<file path="config.mk">
export PLATFORM = sky130hd
export DESIGN_NAME = btn_debounce_edge
export DESIGN_NICKNAME = d
export VERILOG_FILES = /design/src/rtl/btn_debounce_edge.sv
export SDC_FILE = /design/constraint.sdc
export NUM_CORES = 1
export LEC_CHECK = 0
export ABC_CLOCK_PERIOD_IN_PS = 4100
export BUFFER_PORTS_ARGS = -buffer_cell sky130_fd_sc_hd__buf_2
export CAP_MARGIN = 20
export CELL_PAD_IN_SITES_DETAIL_PLACEMENT = 0
export CELL_PAD_IN_SITES_GLOBAL_PLACEMENT = 2
export CORE_ASPECT_RATIO = 2
export CORE_MARGIN = 4
export CORE_UTILIZATION = 41
export DETAILED_ROUTE_END_ITERATION = 10
export PLACE_DENSITY = 0.85
export REMOVE_ABC_BUFFERS = 1
export SLEW_MARGIN = 20
export SYNTH_ARGS = -nofsm -noshare
export SYNTH_HDL_FRONTEND = slang
export SYNTH_SLANG_ARGS = --single-unit
</file>
<file path="constraint.sdc">
create_clock -name clock -period 4.1 [get_ports clock]
set_clock_uncertainty 0.05 [all_clocks]
set_input_delay 0.82 -clock clock [delete_from_list [all_inputs] [get_ports clock]]
set_output_delay 0.82 -clock clock [all_outputs]
set_load 0.05 [all_outputs]
</file>
<file path="src/rtl/btn_debounce_edge.sv">
// Button conditioning: two-flop synchroniser per pin, then a counter-based
// debounce FSM per channel producing level, press/release strobes and a toggle.
module btn_debounce_edge #(
    parameter int NB_BTN       = 4,
    parameter int NB_COUNTER   = 14,
    parameter int DEBOUNCE_LIM = 10000
) (
    input  logic              clock,
    input  logic              i_reset,
    input  logic [NB_BTN-1:0] i_btn,
    output logic [NB_BTN-1:0] o_btn_level,
    output logic [NB_BTN-1:0] o_btn_press,
    output logic [NB_BTN-1:0] o_btn_release,
    output logic [NB_BTN-1:0] o_btn_toggle
);

    typedef enum logic [1:0] {
        RELEASED,
        PRESS_WAIT,
        PRESSED,
        RELEASE_WAIT
    } btnState_e;

    // Last count value of a wait state; reaching it accepts the new level.
    localparam logic [NB_COUNTER-1:0] CNT_LAST = NB_COUNTER'(DEBOUNCE_LIM - 1);
    localparam logic [NB_COUNTER-1:0] CNT_ZERO = '0;
    localparam logic [NB_COUNTER-1:0] CNT_ONE  = NB_COUNTER'(1);

    logic [NB_BTN-1:0] syncFf1_q;
    logic [NB_BTN-1:0] syncFf2_q;

    always_ff @(posedge clock) begin
        if (i_reset) begin
            syncFf1_q <= '0;
            syncFf2_q <= '0;
        end else begin
            syncFf1_q <= i_btn;
            syncFf2_q <= syncFf1_q;
        end
    end

    for (genvar g = 0; g < NB_BTN; g++) begin : gChannel
        btnState_e             state_q;
        btnState_e             state_d;
        logic [NB_COUNTER-1:0] cnt_q;
        logic [NB_COUNTER-1:0] cnt_d;
        logic                  level_q;
        logic                  level_d;
        logic                  press_q;
        logic                  press_d;
        logic                  release_q;
        logic                  release_d;
        logic                  toggle_q;
        logic                  toggle_d;
        logic                  btnSync;

        assign btnSync = syncFf2_q[g];

        always_ff @(posedge clock) begin
            if (i_reset) begin
                state_q   <= RELEASED;
                cnt_q     <= CNT_ZERO;
                level_q   <= 1'b0;
                press_q   <= 1'b0;
                release_q <= 1'b0;
                toggle_q  <= 1'b0;
            end else begin
                state_q   <= state_d;
                cnt_q     <= cnt_d;
                level_q   <= level_d;
                press_q   <= press_d;
                release_q <= release_d;
                toggle_q  <= toggle_d;
            end
        end

        always_comb begin
            state_d = state_q;
            cnt_d   = cnt_q;
            unique case (state_q)
                RELEASED: begin
                    if (btnSync) begin
                        state_d = PRESS_WAIT;
                        cnt_d   = CNT_ZERO;
                    end
                end
                PRESS_WAIT: begin
                    if (!btnSync) begin
                        state_d = RELEASED;
                        cnt_d   = CNT_ZERO;
                    end else if (cnt_q == CNT_LAST) begin
                        state_d = PRESSED;
                    end else begin
                        cnt_d = cnt_q + CNT_ONE;
                    end
                end
                PRESSED: begin
                    if (!btnSync) begin
                        state_d = RELEASE_WAIT;
                        cnt_d   = CNT_ZERO;
                    end
                end
                RELEASE_WAIT: begin
                    if (btnSync) begin
                        state_d = PRESSED;
                        cnt_d   = CNT_ZERO;
                    end else if (cnt_q == CNT_LAST) begin
                        state_d = RELEASED;
                    end else begin
                        cnt_d = cnt_q + CNT_ONE;
                    end
                end
                default: begin
                    state_d = RELEASED;
                    cnt_d   = CNT_ZERO;
                end
            endcase
        end

        // Outputs are decoded from the upcoming state so the registered
        // strobes appear in the cycle right after the accepting edge.
        always_comb begin
            level_d   = (state_d == PRESSED) || (state_d == RELEASE_WAIT);
            press_d   = (state_q == PRESS_WAIT) && (state_d == PRESSED);
            release_d = (state_q == RELEASE_WAIT) && (state_d == RELEASED);
            toggle_d  = toggle_q ^ press_d;
        end

        assign o_btn_level[g]   = level_q;
        assign o_btn_press[g]   = press_q;
        assign o_btn_release[g] = release_q;
        assign o_btn_toggle[g]  = toggle_q;
    end

endmodule

</file>
### Word-level counts from Yosys, hierarchy flattened

Index checks and enable logic that the tools add are counted.

* flip-flop bits (word level): 88
* latch bits: 0
* memory bits (writable): 0
* bits in read-only memories: 0
* input bits: 6
* output and inout bits: 16
* word-level logic and storage cells: 142
* memories: 0

* add/sub/neg operators: 4
* multiply operators: 0
* divide/modulo/power cells: 0
* magnitude comparators: 0
* equality and inequality tests: 32
* shift-type cells: 0
* muxes and demuxes: 52
* bitwise operators: 4
* reductions and logical operators: 24

Operators by type and width (number)
* $mux W14: 20
* $pmux W14 S4: 4
* $add A14 B1 Y14 const B: 4
* $eq A14 B14 Y1 const B: 4
* $mux W2: 24
* $eq A2 B2 Y1 const B: 16
* $pmux W2 S4: 4
* $logic_not A2 Y1: 8
* $ne A2 B2 Y1 const B: 8
* $eq A2 B1 Y1 const B: 4
* $logic_and A1 B1 Y1: 8
* $reduce_and A2 Y1: 4
* $logic_or A1 B1 Y1: 4
* $xor A1 B1 Y1: 4

### Longest topological paths before layout

Gate-level depths: netlist of the first run.

* word-level depth: 7
* depth in mapped cells: 7
* mapped depth without buffers: 6

### Worst setup path before layout of the first run

OpenSTA, ideal clock, no wires.

* path type: register to register
* from: reg gChannel[0].cnt_q[0]
* to: reg gChannel[0].toggle_q
* setup time: 128 ps
* data arrival time: 1725 ps
* data required time: 3922 ps
* slack: 2197 ps
* cell stages (with the launch flop): 7
* buffers on the path: 0
* period minus slack after synthesis: 1903 ps
* path through: dfxtp_1 ha_1 or4bb_1 nor4_4 nand4b_1 xor2_1 nor2_1

* word-level cells in the longest chain between the ends: 7
* elaborated cells on any way between the ends: 9
* classes of those cells: eq/ne: 2; mux: 5; bitwise: 1; reduce/logical: 1

RTL lines
* start, declared: line 45 `logic [NB_COUNTER-1:0] cnt_q;`
* start signal, assigned: line 69 `cnt_q <= cnt_d;`
* $eq A14 B14 Y1 (*): line 91, 107
* $mux W2 (on tied branches): line 107, 91
* $mux W2 (on tied branches): line 104, 88
* $pmux W2 S4 (*): line 80 `unique case (state_q)`
* $eq A2 B2 Y1 (*): line 124 `press_d = (state_q == PRESS_WAIT) && (state_d == PRESSED);`
* $logic_and A1 B1 Y1 (*): line 124
* $xor A1 B1 Y1 (*): line 126 `toggle_d = toggle_q ^ press_d;`
* end signal, assigned: line 73 `toggle_q <= toggle_d;`
* end, declared: line 53 `logic toggle_q;`

Mark *: on every way between the ends. The rest lies on a longest branch, timed or not.
A chain may end at the register's enable or synchronous reset.

### Final worst setup path of the first run

* from: reg gChannel[1].cnt_q[7]
* to: reg gChannel[1].press_q

* word-level cells in the longest chain between the ends: 6
* elaborated cells on any way between the ends: 8
* classes of those cells: eq/ne: 2; mux: 5; reduce/logical: 1

RTL lines
* start, declared: line 45
* start signal, assigned: line 69
* $eq A14 B14 Y1 (*): line 91, 107
* $mux W2 (on tied branches): line 107, 91
* $mux W2 (on tied branches): line 104, 88
* $pmux W2 S4 (*): line 80
* $eq A2 B2 Y1 (*): line 124
* $logic_and A1 B1 Y1 (*): line 124
* end signal, assigned: line 71 `press_q <= press_d;`
* end, declared: line 49 `logic press_q;`

Marked as above.

==> out/qor.txt, run 1 <==
RUN STATUS
---------------------------------------------------------------------------------
Result of the run .................................................. finished, final reports clean

SYNTHESIS
---------------------------------------------------------------------------------
Count of mapped cells out of synthesis .............................          452
Flops & latches, synth .............................................           86
Fraction of synthesis flops using an asynchronous set or reset pin .           0%
Number of distinct library cells after synthesis ...................           49
Top flip-flop cell by instance count after synthesis ............... sky130_fd_sc_hd__dfxtp_1
Sequential area share after synthesis ..............................        43.2%
Mean area per synthesized cell .....................................   8.82 sq um
Number of enable flip-flop cells after synthesis ...................            0
Count of yosys warnings during synthesis ...........................            0
Post-Syn Area ......................................................   3990 sq um

SETUP PATH
---------------------------------------------------------------------------------
Crit start category ................................................     register
Reg2Reg Depth ......................................................            4
CP Cell Sequence ................................................... or4b_1 > nor4_2 > nand2_1 > nor4b_2
Kind of end point of the critical path .............................     register
WP data required ...................................................      4.29 ns
Critical register-to-register path startpoint ...................... gChannel[1].cnt_q[7]$_SDFFE_PP0P_
Slowest-stage cell, CP ............................................. sky130_fd_sc_hd__nor4_2
End of the worst register-to-register path ......................... gChannel[1].press_q$_SDFF_PP0_
Crit path largest cell delay .......................................      0.83 ns
Start point of the critical path ................................... gChannel[1].cnt_q[7]$_SDFFE_PP0P_
Setup slack on the worst flop-to-flop path .........................      1.77 ns
Critical Path Sink ................................................. gChannel[1].press_q$_SDFF_PP0_
Critical setup path kind ........................................... register to register
Data arrival time at the worst-slack endpoint ......................      2.53 ns
Max FO, Critical Path ..............................................           12

CELLS AND AREA
---------------------------------------------------------------------------------
Area delta synth->final ............................................        10.1%
Count of inserted antenna diode cells ..............................            0
Number of fill cells in the layout .................................          930
Total number of nets in the final design ...........................          465
Share of layout cells above drive strength 1 .......................        10.9%

GLOBAL ROUTE
---------------------------------------------------------------------------------
Number of antenna violations at the first check in global routing ..            0
Wire length of the first global-routing pass .......................    13,600 um
Number of global-route vias before repair ..........................        2,983
Pin count of the biggest net entering global routing ...............           37
Global route total overflow ........................................            0
Global routing usage summed across all routing layers ..............        14.6%

HOLD PATH
---------------------------------------------------------------------------------
Classification of the worst-slack hold path ........................ register to register

DIE
---------------------------------------------------------------------------------
Die Y ..............................................................       147 um
Initial Utilization ................................................        42.2%
Ports placed on the boundary .......................................           22
DIE AREA ........................................................... 11,500 sq um
Die Span X .........................................................      77.7 um
Area inside the core boundary ......................................   9450 sq um
Floorplan row count ................................................           50

PWR
---------------------------------------------------------------------------------
Pwr Density ........................................................  390 nW/um^2
Fraction of power consumed by the clock network ....................        47.8%
Net switching power ................................................   0.000354 W
Internal ...........................................................    0.00136 W
Switching power share of the total .................................        20.7%
Sequential share of power ..........................................        49.7%
Peak ir drop on the vdd network ....................................   0.000245 V
Leakage power figure ...............................................      1.50 nW
Power consumption ..................................................    0.00171 W
Combinational fraction of design power .............................         2.6%

TIMING
---------------------------------------------------------------------------------
Total count of max-transition violations in the final report .......            0
Final worst-path cycle share .......................................        56.9%
Setup Viol. Count Final ............................................            0
Worst-margin pin slew ..............................................     0.940 ns
Remaining max-slew budget at the tightest pin ......................        36.8%
Hold Fails Final Rpt ...............................................            0
Post-layout minimum cycle time .....................................      2.33 ns
Total Negative Setup Slacks ........................................         0 ns
Peak clock frequency supported by timing ...........................    0.428 GHz
Setup slack after layout ...........................................      1.77 ns
Setup repair after global routing missed its margin ................           no

ROUTING
---------------------------------------------------------------------------------
Routed vias ........................................................        3,068
Vias per inst ......................................................         5.20
Wirelength per Cell ................................................      13.4 um
Remaining antenna violation count after routing ....................            0
DRC marker count from the first detailed-route iteration ...........           99
First-pass iteration count of the detailed router ..................            4
WL final ...........................................................      7930 um
Final routed DRC violation total ...................................            0

CLOCKING
---------------------------------------------------------------------------------
Cell at the root of the clock tree ................................. sky130_fd_sc_hd__clkbuf_16
Maximum number of buffers from clock root to sink ..................            2
CTS tree ...........................................................         done
Clk_lat worst skew .................................................      0.33 ns
Clock sinks ........................................................           86
H-tree depth .......................................................            3
Number of CTS-inserted buffers .....................................            9
Post-CTS Resized ...................................................            0
CTS clock-pin slew for the worst setup and hold paths ..............      0.06 ns
Number of buffers inserted by post-CTS setup repair ................            0
Number of buffers inserted by hold repair at cts ...................            0

FLOW RUN
---------------------------------------------------------------------------------
Number of violations of the max-capacitance limit ..................            0

PLACEMENT
---------------------------------------------------------------------------------
Setup Slack @ Placement ............................................      1.71 ns
GPL Wtd Cong .......................................................        0.830
Quantity of I/O buffers inserted on ports ..........................           21
Detailed placement HPWL ............................................      5780 um

[sequential cells by signal (all words and copies together), names as in the netlist]
register and count:
syncFf2_q 4, syncFf1_q 4, gChannel.level_q 2, gChannel.toggle_q 4, gChannel.state_q 8, gChannel.cnt_q 56
gChannel.press_q 4, gChannel.release_q 4
[synth_stat cells, types with 5 or more instances]
cell type | n | area [sq um]
sky130_fd_sc_hd__dfxtp_1 | 86 | 1720
sky130_fd_sc_hd__nor2_1 | 60 | 225
sky130_fd_sc_hd__nand2_1 | 32 | 120
sky130_fd_sc_hd__nand3_1 | 28 | 140
sky130_fd_sc_hd__xor2_1 | 24 | 210
sky130_fd_sc_hd__a21oi_1 | 23 | 115
sky130_fd_sc_hd__xnor2_1 | 21 | 184
sky130_fd_sc_hd__buf_4 | 17 | 128
sky130_fd_sc_hd__clkbuf_1 | 14 | 52.6
sky130_fd_sc_hd__nand4_1 | 14 | 87.6
sky130_fd_sc_hd__nor3_1 | 10 | 50.1
sky130_fd_sc_hd__o21ai_0 | 10 | 50.1
sky130_fd_sc_hd__nor2b_1 | 9 | 56.3
sky130_fd_sc_hd__nor4b_1 | 8 | 70.1
sky130_fd_sc_hd__or3_1 | 8 | 50.1
sky130_fd_sc_hd__inv_1 | 7 | 26.3
sky130_fd_sc_hd__and3_1 | 6 | 37.5
sky130_fd_sc_hd__a31oi_1 | 5 | 31.3
sky130_fd_sc_hd__and2_1 | 5 | 31.3
[power by group through the flow]
stage,sequential [W],combinational [W],clock (W)
global placement,0.000869,0.0000448,0
finish,0.000850,0.0000444,0.000818
CTS,0.000850,0.0000450,0.000844
detailed placement,0.000869,0.0000449,0
floorplan,0.000867,0.0000260,0
global route,0.000851,0.0000499,0.000878
[layer usage]
metal	share of wire, %	track usage [%]
met5	0	0
met4	2.2	6.60
met3	2.1	3.11
met2	54	26.6
met1	41	15.7
[layout make-up]
cell class	instances	area (sq um)	area share (%)
Multi-Input combinational cell	328	2060	46.9
Sequential cell	86	1720	39.2
Clock buffer	12	256	5.84
Tap cell	130	163	3.70
Timing Repair Buffer	23	120	2.74
Clock inverter	4	45.0	1.03
Inverter	7	26.3	0.598
[cells in the final DEF, fill, tap and decap left out, drive strengths merged, types with 3 or more instances in the layout]
cell / n
dfxtp: 86
nor2: 61
nand2: 33
nand3: 28
xor2: 24
a21oi: 24
buf: 22
xnor2: 21
nand4: 14
clkbuf: 13
o21ai: 12
nor4b: 12
nor3: 10
nor2b: 9
or3: 8
inv: 7
nor4: 7
and3: 6
a31oi: 5
and2: 5
nand4b: 4
and4: 4
nor3b: 4
ha: 4
or4b: 4
or4: 4
o21bai: 3
nand2b: 3
a211oi: 3
clkinv: 3
[worst min path at each step]
stage                                       start                      end  slack, ns  cells past startpoint
final                     syncFf1_q[1]$_SDFF_PP0_  syncFf2_q[1]$_SDFF_PP0_       0.39                      1
after global routing      syncFf1_q[2]$_SDFF_PP0_  syncFf2_q[2]$_SDFF_PP0_       0.41                      1
after CTS                 syncFf1_q[1]$_SDFF_PP0_  syncFf2_q[1]$_SDFF_PP0_       0.39                      1
after detailed placement  syncFf1_q[1]$_SDFF_PP0_  syncFf2_q[1]$_SDFF_PP0_       0.37                      1
after global placement    syncFf1_q[0]$_SDFF_PP0_  syncFf2_q[0]$_SDFF_PP0_       0.37                      1
after floorplan           syncFf1_q[0]$_SDFF_PP0_  syncFf2_q[0]$_SDFF_PP0_       0.36                      1
[worst max-delay path: cells and delay by family (launching register included)]
kind          cells  cell delay (ns)
simple gates      4             1.86
flops             1             0.34
[logic make-up (layout without fill, tap and decap cells)]
family | after synthesis | after routing | synth area share, %
AND/OR/NAND/NOR | 221 | 221 | 31.6
adder cells (fa/ha/maj) | 4 | 4 | 1.26
AO/OA/AOI/OAI | 56 | 56 | 8.35
multiplexers | 2 | 2 | 0.502
flip-flops | 86 | 86 | 43.2
buffers and inverters | 38 | 46 | 5.18
XOR/XNOR | 45 | 45 | 9.89
[stage by stage]
stage | std cells | hold WS, ns | utilization, % | instance area (sq um)
6_report | 590 | 0.386 | 46.5 | 4390
3_5_place_dp | 573 | 0.371 | 43.2 | 4080
5_1_grt | 590 | 0.405 | 46.5 | 4390
4_1_cts | 589 | 0.385 | 46.4 | 4380
3_3_place_gp | 573 | 0.372 | 43.2 | 4080
2_1_floorplan | 421 | 0.364 | - | 3810
(Power assumes the default switching activity.)
==> inputs of run 2 (changes only) <==
--- a/config.mk
+++ b/config.mk
@@ -5,16 +5,17 @@
 export SDC_FILE = /design/constraint.sdc
 export NUM_CORES = 1
 export LEC_CHECK = 0
-export ABC_CLOCK_PERIOD_IN_PS = 4100
+export ABC_AREA = 1
+export ABC_CLOCK_PERIOD_IN_PS = 2400
 export BUFFER_PORTS_ARGS = -buffer_cell sky130_fd_sc_hd__buf_2
 export CAP_MARGIN = 20
 export CELL_PAD_IN_SITES_DETAIL_PLACEMENT = 0
 export CELL_PAD_IN_SITES_GLOBAL_PLACEMENT = 2
 export CORE_ASPECT_RATIO = 2
 export CORE_MARGIN = 4
-export CORE_UTILIZATION = 41
+export CORE_UTILIZATION = 34
 export DETAILED_ROUTE_END_ITERATION = 10
-export PLACE_DENSITY = 0.85
+export PLACE_DENSITY = 0.78
 export REMOVE_ABC_BUFFERS = 1
 export SLEW_MARGIN = 20
 export SYNTH_ARGS = -nofsm -noshare
==> constraint.sdc (replaced) <==
create_clock -name clock -period 2.4 [get_ports clock]
set_clock_uncertainty 0.05 [all_clocks]
set_input_delay 0.48 -clock clock [delete_from_list [all_inputs] [get_ports clock]]
set_output_delay 0.48 -clock clock [all_outputs]
set_load 0.05 [all_outputs]
==> run 2 against run 1 <==
  * Via count is 36% higher
  * Routed wire length increased by 46%
  * Global-route usage up 1.5 points
  * Non-clock buffer count did not move
  * Combinational power grew 150%
  * Largest power group is now the clock network
==> out/qor.txt, run 2 <==
TIMING
---------------------------------------------------------------------------------
Post-layout minimum cycle time .....................................      1.62 ns   -0.712 ns
Worst-margin pin slew ..............................................     0.463 ns   -0.478 ns
Remaining max-slew budget at the tightest pin ......................        69.0%   +32 points
Hold Fails Final Rpt ...............................................            0   unchanged
Setup Viol. Count Final ............................................            0   unchanged
Final worst-path cycle share .......................................        67.6%   +11 points
Total count of max-transition violations in the final report .......            0   unchanged
Total Negative Setup Slacks ........................................         0 ns   unchanged
Peak clock frequency supported by timing ...........................    0.617 GHz   +44%
Setup repair after global routing missed its margin ................           no

ROUTING
---------------------------------------------------------------------------------
First-pass iteration count of the detailed router ..................            4   unchanged
WL final ...........................................................    11,600 um   +46%
Max Used Layer .....................................................         met4
Wirelength per Cell ................................................      13.7 um   +2.3%
Detailed route wirelength on metal2 ................................      6370 um   +48%
Final routed DRC violation total ...................................            0   unchanged
DRC marker count from the first detailed-route iteration ...........          146   +47%
Metal1 wirelength ..................................................      4520 um   +38%
Remaining antenna violation count after routing ....................            0   unchanged
Wire length on met3 ................................................       335 um   +97%
Vias per inst ......................................................         4.94   -5.0%
Routed vias ........................................................        4,163   +36%

CLOCKING
---------------------------------------------------------------------------------
Maximum number of buffers from clock root to sink ..................            2   unchanged
CTS tree ...........................................................         done
H-tree depth .......................................................            3   unchanged
Cell at the root of the clock tree ................................. sky130_fd_sc_hd__clkbuf_16
Number of CTS-inserted buffers .....................................            9   unchanged
CTS clock-pin slew for the worst setup and hold paths ..............      0.06 ns   about the same
Post-CTS Resized ...................................................            0   unchanged
Clk_lat worst skew .................................................      0.34 ns   about the same
Clock sinks ........................................................           86   unchanged
Number of buffers inserted by post-CTS setup repair ................            0   unchanged
Number of buffers inserted by hold repair at cts ...................            0   unchanged

PLACEMENT
---------------------------------------------------------------------------------
Detailed placement HPWL ............................................      8790 um   +52%
Number of instances in the placed design ...........................          829   +45%
Quantity of I/O buffers inserted on ports ..........................           21   unchanged
GPL Wtd Cong .......................................................        0.797   -3.9%

PWR
---------------------------------------------------------------------------------
Switching power share of the total .................................        21.4%   +0.73 points
Internal ...........................................................    0.00247 W   +82%
Fraction of power consumed by the clock network ....................        50.5%   +2.7 points
Leakage power figure ...............................................      1.91 nW   +27%
Pwr Density ........................................................  627 nW/um^2   +61%
Sequential share of power ..........................................        46.1%   -3.6 points
Combinational fraction of design power .............................         3.5%   +0.9 points
Net switching power ................................................   0.000673 W   +90%
Peak ir drop on the vdd network ....................................   0.000324 V   +32%

SETUP PATH
---------------------------------------------------------------------------------
Data arrival time at the worst-slack endpoint ......................      1.85 ns   -0.68 ns
Kind of end point of the critical path .............................     register
WP data required ...................................................      2.63 ns   -1.66 ns
Critical setup path kind ........................................... register to register
Crit start category ................................................     register
Max FO, Critical Path ..............................................            4   -8

DIE
---------------------------------------------------------------------------------
Ports placed on the boundary .......................................           22   unchanged
Die Span X .........................................................      89.7 um   +15%
Initial Utilization ................................................        34.7%   -7.5 points
Floorplan row count ................................................           59   +18%
DIE AREA ........................................................... 15,400 sq um   +34%
Die Y ..............................................................       171 um   +16%
Area inside the core boundary ...................................... 13,100 sq um   +38%

SYNTHESIS
---------------------------------------------------------------------------------
Number of enable flip-flop cells after synthesis ...................            0   unchanged
Top-count cell post-synth .......................................... sky130_fd_sc_hd__nand2_1
Commonest cells post-synth ......................................... 128 x sky130_fd_sc_hd__nand2_1, 116 x sky130_fd_sc_hd__nor2_1, 88 x sky130_fd_sc_hd__inv_1, 86 x sky130_fd_sc_hd__dfxtp_1, 61 x sky130_fd_sc_hd__nand3_1
Post-Syn Area ......................................................   4540 sq um   +14%
Mean area per synthesized cell .....................................   6.69 sq um   -24%
Number of distinct library cells after synthesis ...................           34   -31%
Count of mapped cells out of synthesis .............................          678   +50%
Cells taking the most area after synthesis ......................... sky130_fd_sc_hd__dfxtp_1 38%, sky130_fd_sc_hd__nand2_1 11%, sky130_fd_sc_hd__nor2_1 9.6%
Fraction of synthesis flops using an asynchronous set or reset pin .           0%   unchanged
Top cell type's share of synthesized area ..........................        37.9%   -5.3 points
Flops & latches, synth .............................................           86   unchanged
Count of yosys warnings during synthesis ...........................            0   unchanged
Sequential area share after synthesis ..............................        37.9%   -5.3 points
Cell taking the most area after synthesis .......................... sky130_fd_sc_hd__dfxtp_1
Top flip-flop cell by instance count after synthesis ............... sky130_fd_sc_hd__dfxtp_1

GLOBAL ROUTE
---------------------------------------------------------------------------------
Wire length of the first global-routing pass .......................    19,100 um   +41%
Number of global-route vias before repair ..........................        4,097   +37%
Number of antenna violations at the first check in global routing ..            0   unchanged
Global routing usage summed across all routing layers ..............        16.1%   +1.5 points
Pin count of the biggest net entering global routing ...............           32   -14%
Global route total overflow ........................................            0   unchanged

CELLS AND AREA
---------------------------------------------------------------------------------
Largest Register ................................................... gChannel.cnt_q
Share of layout cells above drive strength 1 .......................        12.3%   +1.4 points
Registers with the highest flip-flop counts ........................ gChannel.cnt_q: 56 flops, gChannel.state_q: 8 flops
Top library cells by usage in the layout, fill and taps aside ...... 128 x sky130_fd_sc_hd__nand2_1, 116 x sky130_fd_sc_hd__nor2_1, 88 x sky130_fd_sc_hd__inv_1, 86 x sky130_fd_sc_hd__dfxtp_1, 61 x sky130_fd_sc_hd__nand3_1
Most common cell after layout, fill and taps aside ................. sky130_fd_sc_hd__nand2_1
Area delta synth->final ............................................        10.4%
Final instance count without filler cells ..........................          843   +43%
Flip-flop count of the largest register after layout ...............           56   unchanged
Count of inserted antenna diode cells ..............................            0   unchanged
Total number of nets in the final design ...........................          698   +50%
Number of fill cells in the layout .................................        1,410   +52%

RUN STATUS
---------------------------------------------------------------------------------
Result of the run .................................................. finished, final reports clean

FLOW RUN
---------------------------------------------------------------------------------
Number of violations of the max-capacitance limit ..................            0   unchanged

HOLD PATH
---------------------------------------------------------------------------------
Classification of the worst-slack hold path ........................ primary input to register

-- run 2: changes by cell type in the layout (fill, tap and decap cells not counted), moves of 13 or more --
cell	delta
sky130_fd_sc_hd__xnor2_1	-19
sky130_fd_sc_hd__xor2_1	-17
sky130_fd_sc_hd__nand3_1	+33
sky130_fd_sc_hd__nand2_2	+13
sky130_fd_sc_hd__nor2_1	+56
sky130_fd_sc_hd__nand2_1	+96
sky130_fd_sc_hd__inv_1	+81
-- run 2: worst paths after layout --
check                                    start                                  to  slack (ns)  depth (start not counted)
max          gChannel[0].cnt_q[1]$_SDFFE_PP0P_  gChannel[0].cnt_q[10]$_SDFFE_PP0P_        0.78                          9
min                                   i_btn[1]             syncFf1_q[1]$_SDFF_PP0_        0.29                          3
max reg2reg  gChannel[0].cnt_q[1]$_SDFFE_PP0P_  gChannel[0].cnt_q[10]$_SDFFE_PP0P_        0.78                          9
min reg2reg            syncFf1_q[1]$_SDFF_PP0_             syncFf2_q[1]$_SDFF_PP0_        0.36                          2
-- run 2: critical path, stage by stage (launching register included) --
cell and delay, ns:
sky130_fd_sc_hd__dfxtp_1 0.38, sky130_fd_sc_hd__ha_1 0.20, sky130_fd_sc_hd__nand2_1 0.09, sky130_fd_sc_hd__inv_1 0.08, sky130_fd_sc_hd__nand3_1 0.14, sky130_fd_sc_hd__nor2_2 0.19
sky130_fd_sc_hd__nand2_1 0.11, sky130_fd_sc_hd__nor2_1 0.14, sky130_fd_sc_hd__a21oi_1 0.08, sky130_fd_sc_hd__nor2_1 0.09
-- run 2: cells by family after synthesis --
kind of cell / synth area share [%]
xor gates and xnor gates: 1.74
and+or+nand+nor: 39.6
DFF: 37.9
adders and majority gates: 1.10
buffers and inverters: 11.7
AOI/OAI and AO/OA: 7.89
-- run 2: final cells by class --
cell class | instances | area, sq um | share of cell area (%)
clock inverters | 5 | 100 | 2.00
flip-flops and latches | 86 | 1720 | 34.4
repair buffers | 23 | 120 | 2.40
inverters | 98 | 368 | 7.34
well taps | 152 | 190 | 3.80
clock buffers | 9 | 225 | 4.50
multi-input cells | 470 | 2280 | 45.6
-- run 2: metrics by stage --
step / util [%] / area, sq um / hold slack (ns) / power (W) / worst slack (ns)
3_3_place_gp: 35.9 / 4680 / 0.346 / 0.00159 / 0.804
6_report: 38.3 / 5010 / 0.288 / 0.00314 / 0.778
3_5_place_dp: 35.9 / 4680 / 0.353 / 0.00159 / 0.774
4_1_cts: 38.3 / 5010 / 0.281 / 0.00319 / 0.782
5_1_grt: 38.3 / 5010 / 0.298 / 0.00326 / 0.577
2_1_floorplan: - / 4370 / 0.338 / 0.00155 / 0.691
-- run 2: per-layer routing --
layer | vias to the layer above | GRT usage (%)
li1 | 2173 | -
met1 | 1890 | 16.4
met2 | 70 | 30.4
met3 | 30 | 2.54
met4 | 0 | 7.58
met5 | - | 0
-- run 2: power by group through the flow --
stage / combinational (W) / clock [W] / sequential [W]
2_1_floorplan: 0.0000714 / 0 / 0.00148
3_3_place_gp: 0.000112 / 0 / 0.00148
3_5_place_dp: 0.000112 / 0 / 0.00148
4_1_cts: 0.000113 / 0.00163 / 0.00145
5_1_grt: 0.000125 / 0.00169 / 0.00145
6_report: 0.000109 / 0.00159 / 0.00145
==> inputs of run 3 (changes only) <==
--- a/config.mk
+++ b/config.mk
@@ -6,7 +6,7 @@
 export NUM_CORES = 1
 export LEC_CHECK = 0
 export ABC_AREA = 1
-export ABC_CLOCK_PERIOD_IN_PS = 2400
+export ABC_CLOCK_PERIOD_IN_PS = 1700
 export BUFFER_PORTS_ARGS = -buffer_cell sky130_fd_sc_hd__buf_2
 export CAP_MARGIN = 20
 export CELL_PAD_IN_SITES_DETAIL_PLACEMENT = 0
==> constraint.sdc (replaced) <==
create_clock -name clock -period 1.7 [get_ports clock]
set_clock_uncertainty 0.05 [all_clocks]
set_input_delay 0.34 -clock clock [delete_from_list [all_inputs] [get_ports clock]]
set_output_delay 0.34 -clock clock [all_outputs]
set_load 0.05 [all_outputs]
==> run 3 against run 2 <==
  * Clock-buffer cell count rose by 2
  * Sequential power grew 41%
  * Sequential share of layout area is 0.98 points lower
  * Largest power group unchanged
  * Design area increased by 3.1%
  * Critical path type unchanged
==> out/qor.txt, run 3 (same netlist as run 2, synthesis figures left out) <==
SETUP PATH
--------------------------------------------------------------------------------
Data arrival time at the worst-slack endpoint .....................      1.81 ns   -0.04 ns
Critical path's top delay family .................................. simple AND/OR/NAND/NOR gates
Slowest-stage cell, CP ............................................ sky130_fd_sc_hd__dfxtp_1
Crit path largest cell delay ......................................      0.37 ns   about the same
Max FO, Critical Path .............................................            5   +1
Kind of end point of the critical path ............................     register
Crit start category ...............................................     register
CP Cell Sequence .................................................. ha_2 > nand2_1 > nor2_2 > inv_1 > nor2_4 > nand3_2 > o21bai_1 > inv_1 > nor2_1
WP data required ..................................................      1.94 ns   -0.69 ns
Critical setup path kind .......................................... register to register
Buffers and inverters on the worst path ...........................            2   +1
Most frequent CP cell ............................................. sky130_fd_sc_hd__inv_1

FLOW RUN
--------------------------------------------------------------------------------
Number of violations of the max-capacitance limit .................            0   unchanged

PWR
--------------------------------------------------------------------------------
Leakage power figure ..............................................      2.00 nW   +4.6%
Pwr Density .......................................................  880 nW/um^2   +40%
Power consumption .................................................    0.00455 W   +45%
Peak ir drop on the vdd network ...................................   0.000451 V   +39%

TIMING
--------------------------------------------------------------------------------
Final worst-path cycle share ......................................        92.6%   +25 points
Total Negative Setup Slacks .......................................         0 ns   unchanged
Peak clock frequency supported by timing ..........................    0.635 GHz   +3.0%
Setup Viol. Count Final ...........................................            0   unchanged
Hold Fails Final Rpt ..............................................            0   unchanged
Post-layout minimum cycle time ....................................      1.57 ns   -0.0474 ns
Total count of max-transition violations in the final report ......            0   unchanged
Remaining max-slew budget at the tightest pin .....................        73.7%   +4.6 points
Worst-margin pin slew .............................................     0.395 ns   -0.0676 ns

HOLD PATH
--------------------------------------------------------------------------------
Classification of the worst-slack hold path ....................... primary input to register

GLOBAL ROUTE
--------------------------------------------------------------------------------
Pin count of the biggest net entering global routing ..............           32   unchanged
Wire length of the first global-routing pass ......................    19,200 um   +0.61%
Number of global-route vias before repair .........................        3,996   -2.5%
Number of antenna violations at the first check in global routing .            0   unchanged
Global route total overflow .......................................            0   unchanged
Global routing usage summed across all routing layers .............        16.2%   +0.10 points

ROUTING
--------------------------------------------------------------------------------
Remaining antenna violation count after routing ...................            0   unchanged
First-pass iteration count of the detailed router .................            5   +1
WL final ..........................................................    11,500 um   -0.85%
Final routed DRC violation total ..................................            0   unchanged
DRC marker count from the first detailed-route iteration ..........          171   +17%
Vias per inst .....................................................         4.89   -0.99%
Routed vias .......................................................        4,195   +0.77%
Wirelength per Cell ...............................................      13.4 um   -2.6%

CELLS AND AREA
--------------------------------------------------------------------------------
Number of fill cells in the layout ................................        1,400   -0.71%
Top library cells by usage in the layout, fill and taps aside ..... 128 x sky130_fd_sc_hd__nand2_1, 116 x sky130_fd_sc_hd__nor2_1, 88 x sky130_fd_sc_hd__inv_1, 84 x sky130_fd_sc_hd__dfxtp_1, 61 x sky130_fd_sc_hd__nand3_1
Share of layout cells above drive strength 1 ......................        14.7%   +2.4 points
Largest Register .................................................. gChannel.cnt_q
Count of inserted antenna diode cells .............................            0   unchanged
Flip-flop count of the largest register after layout ..............           56   unchanged
Area delta synth->final ...........................................        13.8%
Most common cell after layout, fill and taps aside ................ sky130_fd_sc_hd__nand2_1
Total number of nets in the final design ..........................          711   +1.9%
Registers with the highest flip-flop counts ....................... gChannel.cnt_q: 56 flops, gChannel.state_q: 8 flops

PLACEMENT
--------------------------------------------------------------------------------
GPL Wtd Cong ......................................................        0.819   +2.7%
Detailed placement HPWL ...........................................      8880 um   +0.98%
Quantity of I/O buffers inserted on ports .........................           21   unchanged

CLOCKING
--------------------------------------------------------------------------------
Number of CTS-inserted buffers ....................................            9   unchanged
Clk_lat worst skew ................................................      0.35 ns   about the same
CTS tree ..........................................................         done
CTS clock-pin slew for the worst setup and hold paths .............      0.07 ns   about the same
H-tree depth ......................................................            3   unchanged
Maximum number of buffers from clock root to sink .................            2   unchanged
Clock sinks .......................................................           86   unchanged
Cell at the root of the clock tree ................................ sky130_fd_sc_hd__clkbuf_16
Number of buffers inserted by hold repair at cts ..................            0   unchanged

DIE
--------------------------------------------------------------------------------
Die Y .............................................................       171 um   unchanged
Ports placed on the boundary ......................................           22   unchanged
Floorplan row count ...............................................           59   unchanged
Area inside the core boundary ..................................... 13,100 sq um   unchanged
DIE AREA .......................................................... 15,400 sq um   unchanged
Initial Utilization ...............................................        34.7%   unchanged
Die Span X ........................................................      89.7 um   unchanged

RUN STATUS
--------------------------------------------------------------------------------
Result of the run ................................................. finished, final reports clean

-- run 3: area by class of cell --
type / count / area (sq um) / area share [%]
Multi-Input combinational cell: 470 / 2300 / 44.6
Sequential cell: 86 / 1720 / 33.4
Inverter: 98 / 368 / 7.12
Clock buffer: 11 / 243 / 4.70
Timing Repair Buffer: 36 / 230 / 4.46
Tap cell: 152 / 190 / 3.68
Clock inverter: 5 / 106 / 2.06
-- run 3: report_power, final --
part           leakage, nW  internal (W)  switching [W]
Sequential           0.696       0.00203      0.0000116
Combinational         1.14     0.0000507       0.000119
Clock                0.166       0.00148       0.000854
Total                 2.00       0.00356       0.000984
-- run 3: layer usage --
metal	GRT usage, %	share of wire, %
met3	2.97	2.3
met4	6.09	2.4
met1	18.0	40
met5	0	0
met2	29.4	55
-- run 3: path summary, 6_finish.rpt --
check / slack, ns / endpoint / depth (start not counted) / from
worst max-delay path: 0.13 / gChannel[0].toggle_q$_SDFF_PP0_ / 9 / gChannel[0].cnt_q[1]$_SDFFE_PP0P_
worst min register to register: 0.36 / syncFf2_q[1]$_SDFF_PP0_ / 2 / syncFf1_q[1]$_SDFF_PP0_
worst max register to register: 0.13 / gChannel[0].toggle_q$_SDFF_PP0_ / 9 / gChannel[0].cnt_q[1]$_SDFFE_PP0P_
worst min-delay path: 0.15 / syncFf1_q[0]$_SDFF_PP0_ / 3 / i_btn[0]
-- run 3: per-stage QoR --
step	utilization [%]	std cells	area, sq um	worst slack, ns	hold WS, ns
global route	39.5	858	5160	-0.00603	0.144
global placement	36.6	841	4790	0.140	0.347
floorplan	-	654	4370	-0.00864	0.338
detailed placement	36.6	841	4790	0.116	0.348
finish	39.5	858	5160	0.126	0.145
CTS	39.3	857	5140	0.102	0.137
-- run 3: worst register-to-register path, stage by stage, from the launching register on --
cell	delay, ns
sky130_fd_sc_hd__dfxtp_1	0.37
sky130_fd_sc_hd__ha_2	0.21
sky130_fd_sc_hd__nand2_1	0.08
sky130_fd_sc_hd__nor2_2	0.13
sky130_fd_sc_hd__inv_1	0.08
sky130_fd_sc_hd__nor2_4	0.15
sky130_fd_sc_hd__nand3_2	0.14
sky130_fd_sc_hd__o21bai_1	0.17
sky130_fd_sc_hd__inv_1	0.06
sky130_fd_sc_hd__nor2_1	0.09
-- run 3: repair_timing --
item                       in CTS  in global routing
gates resized for setup         0                  8
setup endpoints to repair       0                  9
setup buffers                   0                  1
